<file path="config.mk">
export PLATFORM = sky130hd
export DESIGN_NAME = pa_fpbp_sequencer
export DESIGN_NICKNAME = d
export VERILOG_FILES = /design/src/rtl/pa_fpbp_sequencer.sv
export SDC_FILE = /design/constraint.sdc
export NUM_CORES = 1
export LEC_CHECK = 0
export ABC_AREA = 1
export BUFFER_PORTS_ARGS = -buffer_cell sky130_fd_sc_hd__clkbuf_2
export CAP_MARGIN = 20
export CORE_UTILIZATION = 58
export CTS_CLUSTER_DIAMETER = 30
export CTS_CLUSTER_SIZE = 10
export DETAILED_ROUTE_END_ITERATION = 10
export GPL_TIMING_DRIVEN = 0
export PLACE_DENSITY = 0.89
export SLEW_MARGIN = 0
export SYNTH_ARGS = -nofsm -noshare
export SYNTH_HDL_FRONTEND = slang
export SYNTH_SLANG_ARGS = --single-unit
</file>
<file path="constraint.sdc">
create_clock -name clk -period 2.6 [get_ports clk]
set_input_delay 0 -clock clk [delete_from_list [all_inputs] [get_ports clk]]
set_output_delay 0 -clock clk [all_outputs]
set_load 0.02 [all_outputs]
</file>
<file path="src/rtl/pa_fpbp_sequencer.sv">
// pa_fpbp_sequencer: FP-then-BP element sequencer; do_fp/do_bp requests in, op_valid/op_ready/op_mode/op_idx issue, res_valid retire, acc_clr/done/protocol_err status out
module pa_fpbp_sequencer #(
  parameter int N_ELEM  = 784,
  parameter int IDX_W   = 10,
  parameter int MAX_OUT = 4
) (
  input  logic             clk,
  input  logic             rst,
  input  logic             do_fp,
  input  logic             do_bp,
  output logic             done_FP,
  output logic             done_BP,
  output logic             op_valid,
  input  logic             op_ready,
  output logic             op_mode,
  output logic [IDX_W-1:0] op_idx,
  input  logic             res_valid,
  output logic             acc_clr,
  output logic             protocol_err
);
  localparam int OW = $clog2(MAX_OUT + 1);
  localparam logic [OW-1:0] MAX = OW'(MAX_OUT);
  localparam logic [IDX_W:0] N = (IDX_W + 1)'(N_ELEM);
  localparam logic [IDX_W-1:0] LAST = IDX_W'(N_ELEM - 1);
  typedef enum logic [2:0] {IDLE, FP_RUN, FP_DRAIN, FP_DONE, BP_RUN, BP_DRAIN, BP_DONE, ABORT} state_t;
  state_t state, state_nx;
  logic [OW-1:0] out, out_nx;
  logic [IDX_W:0] ret, ret_nx;
  logic [IDX_W-1:0] idx_nx;
  logic issue, dec, bad, clr, run_nx;
  always_comb begin
    issue = op_valid & op_ready;
    dec = res_valid & (out != '0);
    bad = res_valid & (out == '0 || ret == N);
    state_nx = state;
    case (state)
      IDLE:     state_nx = do_fp ? FP_RUN : IDLE;
      FP_RUN:   state_nx = !do_fp ? ABORT : (issue && op_idx == LAST) ? FP_DRAIN : FP_RUN;
      FP_DRAIN: state_nx = !do_fp ? ABORT : (out == '0 && ret == N) ? FP_DONE : FP_DRAIN;
      FP_DONE:  state_nx = do_bp ? BP_RUN : !do_fp ? IDLE : FP_DONE;
      BP_RUN:   state_nx = !do_bp ? ABORT : (issue && op_idx == LAST) ? BP_DRAIN : BP_RUN;
      BP_DRAIN: state_nx = !do_bp ? ABORT : (out == '0 && ret == N) ? BP_DONE : BP_DRAIN;
      BP_DONE:  state_nx = (!do_fp && !do_bp) ? IDLE : BP_DONE;
      ABORT:    state_nx = (out == '0) ? IDLE : ABORT;
      default:  state_nx = IDLE;
    endcase
    run_nx = state_nx == FP_RUN || state_nx == BP_RUN;
    clr = run_nx && state != FP_RUN && state != BP_RUN;
    out_nx = clr ? '0 : out + OW'(issue) - OW'(dec);
    ret_nx = clr ? '0 : ret + (IDX_W + 1)'(dec && ret != N);
    // index parks on the last element once it has been issued rather than wrapping
    idx_nx = clr ? '0 : op_idx + IDX_W'(issue && op_idx != LAST);
  end
  always_ff @(posedge clk or posedge rst) begin
    if (rst) begin
      state <= IDLE;
      out <= '0;
      ret <= '0;
      op_idx <= '0;
      op_valid <= 1'b0;
      op_mode <= 1'b0;
      done_FP <= 1'b0;
      done_BP <= 1'b0;
      acc_clr <= 1'b0;
      protocol_err <= 1'b0;
    end else begin
      state <= state_nx;
      out <= out_nx;
      ret <= ret_nx;
      op_idx <= idx_nx;
      op_valid <= run_nx && out_nx < MAX;
      op_mode <= state_nx == BP_RUN ? 1'b1 : state_nx == FP_RUN ? 1'b0 : op_mode;
      done_FP <= state_nx inside {FP_DONE, BP_RUN, BP_DRAIN, BP_DONE};
      done_BP <= state_nx == BP_DONE;
      acc_clr <= state == FP_DONE && state_nx == BP_RUN;
      protocol_err <= protocol_err | bad;
    end
  end
endmodule

</file>
==> flow_summary.ini <==
[run_status]
outcome = complete, no violations

[yosys]
syn_nets = 235
ys_ff_latch = 33
synth-simple-area-share_pct = 24.2
syn_area_um2 = 1970
synth_compound_area_share_pct = 12.0
netlist_instances = 222
synth-adder-area-share_pct = 4.84
synth_top_area_cell = dfrtp_1
synthMuxAreaShare_pct = 0
ys_seq_area_share_pct = 42.0
synth_top_family_by_area = simple AND/OR/NAND/NOR gates
synth_top_area_share_pct = 42.0
ys_warn_count = 0
synth-xor-area-share_pct = 8.02
yosysUniqueCellTypes = 33
yosys-top-cells-area = dfrtp_1 (42%), a21oi_2 (8.5%), nand2_1 (7.1%)
syn_avg_cell_area_um2 = 8.85

[floorplan]
start_util_pct = 62.8
core_area_um2 = 3130
io_pins = 22
die_y_um = 60.2
num_rows = 20
dieArea_um2 = 3630
die_w_um = 60.2

[layout]
areaGrowthSynthToFinish_pct = 14.1
mostFrequentLayoutCells = nand2_1 (37), dfrtp_1 (33), inv_1 (31)
n_antenna_cell = 0
layout_commonest_cell = nand2_1
fill_cells = 235
nets = 267
drive_above_1_share_pct = 28.0

[timing]
hold_viol = 0
fmax_ghz = 0.451
period_minus_slack_ps = 2220
setup_ws_ps = 384
fin_skew_ps = 11.3
rsz0062_at_grt = no
min_period_over_period_pct = 85.2
setup-tns-final_ps = 0
worst_pin_slew_ps = 707
max_slew_margin_pct = 52.8
setup_viol = 0
final_max_slew_viol_count = 0

[pwr]
powerDensity_nw_per_um2 = 1150
ir_drop_v = 0.00103
p_leak_nw = 1.06
power_w = 0.00259

[worst_setup_path]
crit_path_start_kind = flop
r2r_start = ret[4]
crit_fanout = 3
path_class = flop to flop
endpoint_kind = flop
endpoint = ret[10]
cp.arrival_ps = 2450
r2r_setup_slack_ps = 380
r2r-end = ret[10]
startpoint = ret[4]
reg2regPathDepth = 17
required_ps = 2840

[clock_network]
cts.sinks = 33
cts_setup_buffers = 0
tritoncts = done
clk_pin_slew_ps = 100
clock_path_buffers = 2
cts_resized = 0
cts_htree_levels = 2
cts-root-buf = clkbuf_4
numCtsBuffers = 5
clk_latency_ps = 340

[detailed_routing]
via_count = 1514
drc = 0
drt_iter0_drc = 53
vias_per_cell = 5.08
wl_per_cell_um = 11.6
drtAntennaViolNets = 0
firstDrtPassIters = 4
wirelength_um = 3470

[flow_run]
max_cap_viol_count = 0

[global_routing]
antenna_found_initial = 0
grt_max_degree = 19
use_met3_pct = 6.06
grt_pass1_wl_um = 5980
grt_pass1_vias = 1356
use_met1_pct = 29.4
met2_usage_pct = 36.7
grt_util_all_layers_pct = 22.9
grt.busiest_layer = met2
overflow = 0

[placed_design]
pre_cts_ws_ps = 404
io_buffers = 21
dp_hpwl_um = 2670
gp_congestion = 0.856

[worst_hold_path]
hp-class = input pin to flop
## flip-flops by register name (all words and copies together) (netlist names)
signal and count:
state 3, out 3, op_valid 1, op_mode 1, done_FP 1, protocol_err 1
done_BP 1, op_idx 10, acc_clr 1, ret 11
## per-stage QoR
step           hold WS, ps  std cells  instance area [µm²]  utilization, %
6_report              84.6        298                 2240            71.7
5_1_grt                105        298                 2240            71.7
4_1_cts               74.8        298                 2240            71.7
3_5_place_dp           119        288                 2150            68.8
3_3_place_gp           222        287                 2130            68.0
2_1_floorplan          121        222                 1970               -
## cell usage after synthesis (all sizes together)
cell type  instances
nand2             42
inv               34
dfrtp             33
nor2              27
a21oi             25
nand3             12
xnor2             10
xor2               8
nand4              7
ha                 6
nor3               5
buf                4
a21o               1
clkinv             1
fa                 1
nand3b             1
nor3b              1
o21a               1
o21ai              1
o21bai             1
or2                1
## worst min-delay path by stage
stage | to | slack (ps) | from | cells after the start
4_1_cts | state[1] | 70 | do_fp | 4
3_3_place_gp | protocol_err | 220 | res_valid | 2
2_1_floorplan | protocol_err | 120 | res_valid | 1
3_5_place_dp | op_idx[1] | 120 | rst | 2
6_report | state[1] | 80 | do_fp | 4
5_1_grt | state[1] | 110 | do_fp | 4
## where the power goes
part	switching, W	internal (W)
Clock	0.000173	0.000126
Sequential	0.0000985	0.000643
Combinational	0.000970	0.000575
Total	0.00124	0.00134
## critical path, stage by stage (launching register included)
cell	delay, ps
dfrtp_1	390
inv_1	90
nor2_1	60
nand2_1	80
nor2_2	50
nand2_1	50
nand2_1	70
nor2_1	100
ha_1	180
ha_1	190
nand2_1	60
nor2_1	90
inv_1	60
nor2_1	110
nand3_1	140
nor3_1	220
xnor2_1	150
a21oi_1	50
## what timing repair did
item,CTS,global route
hold buffers,3,0
setup endpoints to repair,0,0
endpoints found under the hold margin,17,0
## layout make-up
class | count | area, µm² | share of cell area, %
plain buffers | 4 | 45.0 | 2.01
well taps | 44 | 55.1 | 2.46
repair buffers | 25 | 163 | 7.25
multi-input cells | 150 | 963 | 43.0
clock buffers | 6 | 51.3 | 2.29
clock inverters | 1 | 7.51 | 0.335
flip-flops and latches | 33 | 826 | 36.8
inverters | 35 | 131 | 5.86
## kinds of logic after synthesis
kind of cell / after synthesis
buffers and inverters: 39
AOI/OAI and AO/OA: 29
adders and majority gates: 7
xor gates and xnor gates: 18
DFF: 33
and+or+nand+nor: 96
## per-layer routing
metal | wire, µm | vias up
met2 | 1670 | 31
met3 | 159 | 8
met1 | 1570 | 712
li1 | - | 763
met5 | 0 | -
met4 | 68 | 0
(Power assumes the default switching activity.)
